<file path="src/rtl/dbus_responder.sv">
// Data-cache request responder: queues up to DEPTH load/store requests, issues
// them in order on a grant/valid memory port and returns one data_ok per request.
module dbus_responder #(
  parameter int DEPTH = 4,
  parameter int PTR_W = $clog2(DEPTH)
) (
  input  logic        clk,
  input  logic        reset,
  input  logic        dcache_req,
  input  logic        dcache_wr,
  input  logic [3:0]  dcache_wstrb,
  input  logic [2:0]  dcache_size,
  input  logic [31:0] dcache_addr,
  input  logic [31:0] dcache_wdata,
  output logic        dcache_addr_ok,
  output logic        dcache_data_ok,
  output logic [31:0] dcache_rdata,
  output logic        mem_req,
  output logic        mem_wr,
  output logic [3:0]  mem_wstrb,
  output logic [31:0] mem_addr,
  output logic [31:0] mem_wdata,
  input  logic        mem_gnt,
  input  logic        mem_rvalid,
  input  logic [31:0] mem_rdata
);

  // Handshake: a request transfers on a cycle where dcache_req && dcache_addr_ok;
  // mem_req stays high with stable fields until the cycle mem_gnt is seen.
  typedef enum logic { IDLE, REQ } issue_state_t;

  localparam logic [PTR_W:0] FULL = (PTR_W + 1)'(DEPTH);

  logic        q_wr    [DEPTH];
  logic [3:0]  q_wstrb [DEPTH];
  logic [2:0]  q_size  [DEPTH];
  logic [31:0] q_addr  [DEPTH];
  logic [31:0] q_wdata [DEPTH];

  // Pointers carry one wrap bit so a full queue is distinguishable from an empty one.
  logic [PTR_W:0] wptr, iptr, rptr;
  logic [PTR_W:0] count;
  issue_state_t   state;

  logic             accept;
  logic [3:0]       in_wstrb;
  logic [PTR_W:0]   sel_ptr;
  logic [PTR_W-1:0] sel_idx;
  logic [PTR_W-1:0] wr_idx;
  logic [PTR_W-1:0] rd_idx;
  logic             slot_pending;
  logic             nxt_valid;
  logic             nxt_wr;
  logic [3:0]       nxt_wstrb;
  logic [31:0]      nxt_addr;
  logic [31:0]      nxt_wdata;

  assign accept         = dcache_req && (count < FULL);
  assign dcache_addr_ok = accept;
  assign in_wstrb       = dcache_wr ? dcache_wstrb : 4'b0000;
  assign wr_idx         = wptr[PTR_W-1:0];
  assign rd_idx         = rptr[PTR_W-1:0];

  // Next entry to put on the memory port: the oldest unissued slot, or the
  // request being accepted right now when the queue holds nothing unissued.
  always_comb begin
    sel_ptr      = (state == REQ) ? iptr + 1'b1 : iptr;
    sel_idx      = sel_ptr[PTR_W-1:0];
    slot_pending = (sel_ptr != wptr);
    nxt_valid    = slot_pending || accept;
    nxt_wr       = slot_pending ? q_wr[sel_idx]    : dcache_wr;
    nxt_wstrb    = slot_pending ? q_wstrb[sel_idx] : in_wstrb;
    nxt_addr     = slot_pending ? q_addr[sel_idx]  : dcache_addr;
    nxt_wdata    = slot_pending ? q_wdata[sel_idx] : dcache_wdata;
  end

  always_ff @(posedge clk) begin
    if (reset) begin
      wptr           <= '0;
      iptr           <= '0;
      rptr           <= '0;
      count          <= '0;
      state          <= IDLE;
      mem_req        <= 1'b0;
      mem_wr         <= 1'b0;
      mem_wstrb      <= 4'b0000;
      mem_addr       <= 32'h0;
      mem_wdata      <= 32'h0;
      dcache_data_ok <= 1'b0;
      dcache_rdata   <= 32'h0;
    end else begin
      if (accept) begin
        q_wr[wr_idx]    <= dcache_wr;
        q_wstrb[wr_idx] <= in_wstrb;
        q_size[wr_idx]  <= dcache_size;
        q_addr[wr_idx]  <= dcache_addr;
        q_wdata[wr_idx] <= dcache_wdata;
        wptr            <= wptr + 1'b1;
      end

      unique case ({accept, dcache_data_ok})
        2'b10:   count <= count + 1'b1;
        2'b01:   count <= count - 1'b1;
        default: ;
      endcase

      dcache_data_ok <= mem_rvalid;
      if (mem_rvalid) begin
        dcache_rdata <= q_wr[rd_idx] ? 32'h0 : mem_rdata;
        rptr         <= rptr + 1'b1;
      end

      unique case (state)
        IDLE: begin
          if (nxt_valid) begin
            state     <= REQ;
            mem_req   <= 1'b1;
            mem_wr    <= nxt_wr;
            mem_wstrb <= nxt_wstrb;
            mem_addr  <= {nxt_addr[31:2], 2'b00};
            mem_wdata <= nxt_wdata;
          end
        end
        REQ: begin
          if (mem_gnt) begin
            iptr <= iptr + 1'b1;
            if (nxt_valid) begin
              mem_wr    <= nxt_wr;
              mem_wstrb <= nxt_wstrb;
              mem_addr  <= {nxt_addr[31:2], 2'b00};
              mem_wdata <= nxt_wdata;
            end else begin
              state   <= IDLE;
              mem_req <= 1'b0;
            end
          end
        end
        default: state <= IDLE;
      endcase
    end
  end

`ifndef SYNTHESIS
  // A completion needs an issued-but-unretired entry; a grant in the same cycle counts.
  always @(posedge clk) begin
    if (!reset) begin
      assert (!(mem_rvalid && (iptr == rptr) && !(mem_req && mem_gnt)));
      assert (count <= FULL);
      if (iptr != rptr)
        assert (!((q_size[rd_idx] == 3'd1 && q_addr[rd_idx][0]) ||
                  (q_size[rd_idx] == 3'd2 && q_addr[rd_idx][1:0] != 2'b00)));
    end
  end
`endif

endmodule

</file>
<file path="config.mk">
export PLATFORM = sky130hd
export DESIGN_NAME = dbus_responder
export DESIGN_NICKNAME = d
export VERILOG_FILES = /design/src/rtl/dbus_responder.sv
export SDC_FILE = /design/constraint.sdc
export NUM_CORES = 1
export LEC_CHECK = 0
export ABC_AREA = 0
export CAP_MARGIN = 15
export CELL_PAD_IN_SITES_DETAIL_PLACEMENT = 1
export CELL_PAD_IN_SITES_GLOBAL_PLACEMENT = 2
export CORE_MARGIN = 2
export CORE_UTILIZATION = 39
export DETAILED_ROUTE_END_ITERATION = 10
export GPL_TIMING_DRIVEN = 1
export PLACE_DENSITY = 0.86
export RECOVER_POWER = 50
export SYNTH_ARGS = -nofsm -noshare
export SYNTH_HDL_FRONTEND = slang
export SYNTH_SLANG_ARGS = --single-unit
</file>
<file path="constraint.sdc">
create_clock -name clk -period 3.49 [get_ports clk]
set_input_delay 0.349 -clock clk [delete_from_list [all_inputs] [get_ports clk]]
set_output_delay 0.349 -clock clk [all_outputs]
set_load 0.005 [all_outputs]
</file>
==> flow_summary_export.csv, run 1 <==
group,metric,value,unit
run_status,outcome,"complete, but fails checks",
run_status,violations,"capacitance limit, slew limit",
clocking,htreeDepth,2,
placed_design,dp_cells,1638,
clocking,cts.sinks,383,
pwr,vdd.ir_drop.worst,0.000405,V
route,final_antenna_net_count,0,
clocking,clk_latency,0.58,ns
synth,netlist_area,14900,um2
pwr,power_density,652,nW/um2
grt,grt_max_degree,115,
synth,ys_warn_count,0,
timing,slew_headroom,-58.2,%
placed_design,dp_hpwl,22.5,mm
clocking,cts_made_buffers,41,
critical_path,cp-start-kind,"register",
layout,nets,1286,
grt,antenna_found_initial,9,
floorplanning,die_h,200,um
timing,clock_skew,0.0178,ns
layout,areaGrowthSynthToFinish,27.0,%
pwr,p_leak,6.40,nW
clocking,postCtsResizedCells,0,
synth,syn_inst,973,
clocking,clkTransAtPathRegs,0.06,ns
run,drv_cap,1,
critical_path,crit_fanout,25,
timing,timing.hold.ws,0.369,ns
floorplanning,die-area,39800,um2
placed_design,place_ws,0.780,ns
critical_path,worstPathArrival,3.05,ns
critical_path,crit_slowest_cell,"and2_1",
clocking,cts_tree,"done",
synth,ys_seq_area_share,69.4,%
critical_path,cp_cell_sequence,"nand2b_1 -> nor2_1 -> and2_1 -> buf_4",
placed_design,portBuffers,205,
route,post_drt_wl_per_cell,22.6,um
min_path,hp-class,"input port to register",
timing,rsz0062_at_grt,"no",
critical_path,end_kind,"register",
critical_path,crit_type,"register to register",
floorplanning,die_w,200,um
timing,finalSetupViolations,0,
synth,yosysUniqueCellTypes,34,
timing,setup_tns,0,ns
layout,drive_above_1_share,16.4,%
route,vias,9183,
timing,setup_slack,0.692,ns
critical_path,critPathRequiredTime,3.74,ns
route,dr.first_iter.drc_count,520,
grt,grt_first_pass_wirelength,58.4,mm
grt,gr-total-overflow,0,
timing,slew_violations,68,
floorplanning,initial_utilization,39.6,%
critical_path,worst_path_largest_cell_delay,1.13,ns
grt,grtUsageTotal,19.6,%
route,wirelength,38.9,mm
timing,min_period_over_period,80.2,%
placed_design,gp_congestion,0.682,
synth,syn_area_per_cell,15.3,um2
synth,ys_seq_elements,383,
clocking,cts_hold_buf,0,
floorplanning,core_area,37700,um2
grt,grt_pass1_vias,9717,
timing,min_period,2.80,ns
route,viasPerCell,5.34,
clocking,ctsRootBufferMaster,"clkbuf_16",
timing,tightest_slew,2.37,ns
floorplanning,rows,71,
layout,fin_area,18900,um2
clocking,clock_path_buffers,3,
timing,fmax,357,MHz
layout,instances_no_fill,1721,
route,drc_errors,0,
route,firstDrtPassIters,5,
floorplanning,ioPinCount,213,
placed_design,place_area,17600,um2
timing,hold_violations,0,
clocking,post_cts_buffers,0,
final timing paths:
path,from,endpoint,slack (ns),cells after the start
hold reg to reg,dcache_rdata[29]$_SDFFE_PP0P_,dcache_rdata[29]$_SDFFE_PP0P_,0.47,2
setup reg to reg,count[2]$_SDFFE_PP0P_,q_addr[0][6]$_DFFE_PP_,0.69,4
setup / recovery,count[2]$_SDFFE_PP0P_,q_addr[0][6]$_DFFE_PP_,0.69,4
hold / removal,mem_rdata[15],dcache_rdata[15]$_SDFFE_PP0P_,0.37,3
power by group:
part,switching (W),leakage [nW],internal [W]
combinational,0.00138,2.37,0.00122
sequential,0.000199,3.39,0.00523
clock,0.00182,0.650,0.00251
total,0.00340,6.40,0.00895
worst max-delay path, delay by kind of cell, from the launching register on:
family | cells | cell delay, ns
buffers and inverters | 1 | 0.44
flip-flops | 1 | 0.32
AND/OR/NAND/NOR | 3 | 1.71
placed cells by master (no fill, tap or decap), types with 6 or more instances in the layout:
cell | netlist | final
clkdlybuf4s50_1 | 0 | 108
a311oi_1 | 37 | 37
ha_1 | 6 | 6
a311oi_2 | 30 | 30
edfxtp_1 | 268 | 268
nand3_1 | 34 | 34
nor2_1 | 13 | 13
inv_1 | 7 | 7
dfxtp_1 | 115 | 115
buf_4 | 9 | 17
mux4_2 | 67 | 67
xor2_1 | 8 | 8
nand2b_1 | 34 | 33
clkinv_2 | 0 | 6
clkbuf_16 | 0 | 41
diode_2 | 0 | 7
clkbuf_1 | 44 | 15
dlygate4sd3_1 | 0 | 95
a21oi_1 | 105 | 105
nand2_1 | 142 | 142
buf_12 | 0 | 9
metal layers:
metal  share of wire [%]  vias up  global-route usage (%)
met5               0.054        -                       0
met2                  50      270                    33.4
li1                    -     4131                       -
met3                 5.9       62                    4.19
met1                  42     4716                    24.7
met4                 2.6        4                    7.05
per-stage QoR:
| stage | total power [W] | utilization (%) |
|---|---|---|
| global placement | 0.00809 | 46.7 |
| CTS | 0.0126 | 50.3 |
| global route | 0.0129 | 50.3 |
| floorplan | 0.00697 | - |
| finish | 0.0124 | 50.3 |
| detailed placement | 0.00818 | 46.7 |
area by class of cell:
class                           instances  area, um2
Clock buffer                           59       1130
Multi-Input combinational cell        507       4240
Tap cell                              511        639
Antenna cell                            7       17.5
Clock inverter                         17        198
Fill cell                            3695      18700
Sequential cell                       383      10300
Timing Repair Buffer                  230       2340
Inverter                                7       26.3
synthesized netlist by cell type (all sizes together):
library cell / number / area (um2)
conb: 1 / 3.75
or3: 1 / 6.26
edfxtp: 268 / 8050
ha: 6 / 75.1
nor3: 2 / 15.0
o21a: 1 / 7.51
and3: 1 / 7.51
mux4: 67 / 1510
mux2i: 2 / 20.0
a21oi: 105 / 526
clkbuf: 44 / 165
dfxtp: 115 / 2300
buf: 33 / 210
nand3: 34 / 170
xnor2: 6 / 60.1
fa: 1 / 20.0
xor2: 8 / 70.1
nand2b: 34 / 213
a311oi: 67 / 774
o211ai: 1 / 21.3
nor2b: 1 / 6.26
nor2: 13 / 48.8
nand2: 142 / 533
inv: 7 / 26.3
and2: 9 / 56.3
o21ai: 3 / 15.0
mux2: 1 / 11.3
logic make-up after synthesis:
| group | synth area share [%] |
|---|---|
| AND/OR/NAND/NOR | 7.08 |
| multiplexers | 10.3 |
| buffers and inverters | 2.69 |
| flip-flops | 69.4 |
| AO/OA/AOI/OAI | 9.01 |
| adder cells (fa/ha/maj) | 0.637 |
| XOR/XNOR | 0.872 |
| other | 0.0251 |
flip-flops by register name (all words and copies together), names as in the netlist, named ones only:
name,flops
q_wdata,128
mem_wr,1
mem_wstrb,4
wptr,3
iptr,3
mem_req,1
count,3
q_wstrb,16
q_wr,4
state,1
rptr,2
mem_addr,30
q_addr,120
dcache_data_ok,1
dcache_rdata,32
mem_wdata,32
No activity file was read; power rests on OpenSTA's default activity.
==> inputs of run 2 (changes only) <==
clock period = 2.8 ns   (was 3.49 ns; I/O delays follow)
==> run 2 against run 1 <==
Effect of this change: the flow now finishes without violations; clock-buffer cell count down 5; first-iteration DRC count up 2.9%; hold slack worse by 0.14 ns; largest power group unchanged; critical endpoint is now q_addr[1][7]$_DFFE_PP_; non-clock buffer count up 8; die area unchanged; design area up 0.89%; sequential power up 25%; power up 25%.
==> flow_summary_export.csv, run 2 (synthesis gave the netlist of run 1 again) <==
group,metric,value,unit
run_status,outcome,"finished clean",
layout,areaGrowthSynthToFinish,28.1,%
pwr,pwr-share-comb,21.4,%
min_path,hp-class,"input port to register",
timing,setup_tns,0,ns
route,drc_errors,0,
timing,slew_headroom,1.06,%
grt,gr-total-overflow,0,
timing,min_period,2.46,ns
route,wirelength,39.4,mm
floorplanning,ioPinCount,213,
grt,grt_first_pass_wirelength,60.1,mm
pwr,p_leak,6.50,nW
timing,rsz0062_at_grt,"no",
floorplanning,die_w,200,um
layout,drive_above_1_share,16.8,%
floorplanning,die_h,200,um
timing,finalSetupViolations,0,
floorplanning,core_area,37700,um2
grt,met2_usage,33.8,%
floorplanning,die-area,39800,um2
floorplanning,initial_utilization,39.6,%
critical_path,cp-start-kind,"register",
clocking,ctsRootBufferMaster,"clkbuf_16",
layout,nets,1294,
layout,largest_register_ffs,128,
clocking,cts_hold_buf,0,
pwr,power,0.0155,W
clocking,htreeDepth,2,
clocking,clock_path_buffers,3,
placed_design,dp_hpwl,23.1,mm
critical_path,worstPathArrival,2.68,ns
run,drv_cap,0,
critical_path,end_kind,"register",
clocking,post_cts_buffers,0,
pwr,power_switching,0.00419,W
grt,use_met1,25.0,%
clocking,cts_made_buffers,41,
layout,layout_common_cells,"edfxtp_1 (268), nand2_1 (142), dfxtp_1 (115), a21oi_1 (105), clkdlybuf4s50_1 (102)",
pwr,p_int,0.0113,W
floorplanning,rows,71,
clocking,clk_latency,0.54,ns
grt,antenna_found_initial,10,
critical_path,critPathRequiredTime,3.02,ns
layout,reg.largest.list,"q_wdata (128), q_addr (120)",
pwr,p_sw_share,27.1,%
layout,mostFrequentLayoutCell,"edfxtp_1",
clocking,clkTransAtPathRegs,0.06,ns
grt,grt_pass1_vias,10152,
route,post_drt_wl_per_cell,22.8,um
grt,grtUsageTotal,20.0,%
timing,hold_violations,0,
pwr,vdd.ir_drop.worst,0.000686,V
grt,top_usage_layer,"met2",
layout,instances_no_fill,1727,
placed_design,gp_congestion,0.719,
clocking,cts.sinks,383,
timing,slew_violations,0,
timing,setup_slack,0.342,ns
placed_design,dp_cells,1646,
timing,clock_skew,0.0136,ns
timing,tightest_slew,1.48,ns
route,viasPerCell,5.44,
route,dr.first_iter.drc_count,535,
timing,fmax,407,MHz
grt,grt_max_degree,60,
critical_path,crit_type,"register to register",
pwr,power_density,810,nW/um2
placed_design,place_ws,0.428,ns
critical_path,crit_fanout,30,
placed_design,portBuffers,205,
route,firstDrtPassIters,5,
timing,min_period_over_period,87.8,%
clocking,postCtsResizedCells,0,
route,final_antenna_net_count,0,
grt,grtUsageMet3,5.25,%
timing,timing.hold.ws,0.228,ns
pwr,pwr-share-clk,34.8,%
pwr,seq_power_share,43.8,%
layout,regMostFlops,"q_wdata",
clocking,cts_tree,"done",
route,vias,9400,
-- run 2: cell types whose count changed in the layout (fill, tap and decap cells not counted), moves of 2 or more --
cell / before / now
dlygate4sd3_1: 95 / 101
clkbuf_8: 4 / 2
clkdlybuf4s50_1: 108 / 102
buf_12: 9 / 19
clkinv_1: 2 / 7
buf_4: 17 / 13
and2_4: 4 / 2
clkbuf_1: 15 / 9
clkbuf_2: 0 / 2
and2_1: 1 / 3
-- run 2: power groups by stage --
stage | Combinational, W | Sequential (W) | Clock, W
floorplan | 0.00185 | 0.00683 | 0
CTS | 0.00342 | 0.00679 | 0.00552
global route | 0.00360 | 0.00683 | 0.00571
finish | 0.00331 | 0.00679 | 0.00539
detailed placement | 0.00338 | 0.00690 | 0
global placement | 0.00328 | 0.00689 | 0
-- run 2: final timing paths --
check	start	end	slack, ns	cells past startpoint
hold reg to reg	dcache_rdata[2]$_SDFFE_PP0P_	dcache_rdata[2]$_SDFFE_PP0P_	0.47	2
setup reg to reg	count[2]$_SDFFE_PP0P_	q_addr[1][7]$_DFFE_PP_	0.34	4
setup / recovery	count[2]$_SDFFE_PP0P_	q_addr[1][7]$_DFFE_PP_	0.34	4
hold / removal	mem_rvalid	dcache_rdata[5]$_SDFFE_PP0P_	0.23	3
-- run 2: layout make-up --
class | instances | area [um2]
repair buffers | 238 | 2520
fillers | 3686 | 18600
diodes | 6 | 15.0
clock inverters | 21 | 211
well taps | 511 | 639
clock buffers | 54 | 1120
flip-flops and latches | 383 | 10300
inverters | 7 | 26.3
multi-input cells | 507 | 4230
-- run 2: layer usage --
layer	share of wire [%]	routed length (um)
met5	0.14	54
met4	2.5	1000
met3	7.7	3020
met2	49	19200
met1	41	16100
-- run 2: worst max-delay path, stage by stage, from the launching register on --
cell and delay (ns):
dfxtp_1 0.31, nand2b_1 0.30, nor2_1 0.25, and2_1 0.94
buf_12 0.33
-- run 2: stage by stage --
stage               area [um2]  utilization (%)
floorplan                14900                -
global placement         17800             47.2
detailed placement       17800             47.2
CTS                      19100             50.7
global route             19100             50.7
finish                   19100             50.7
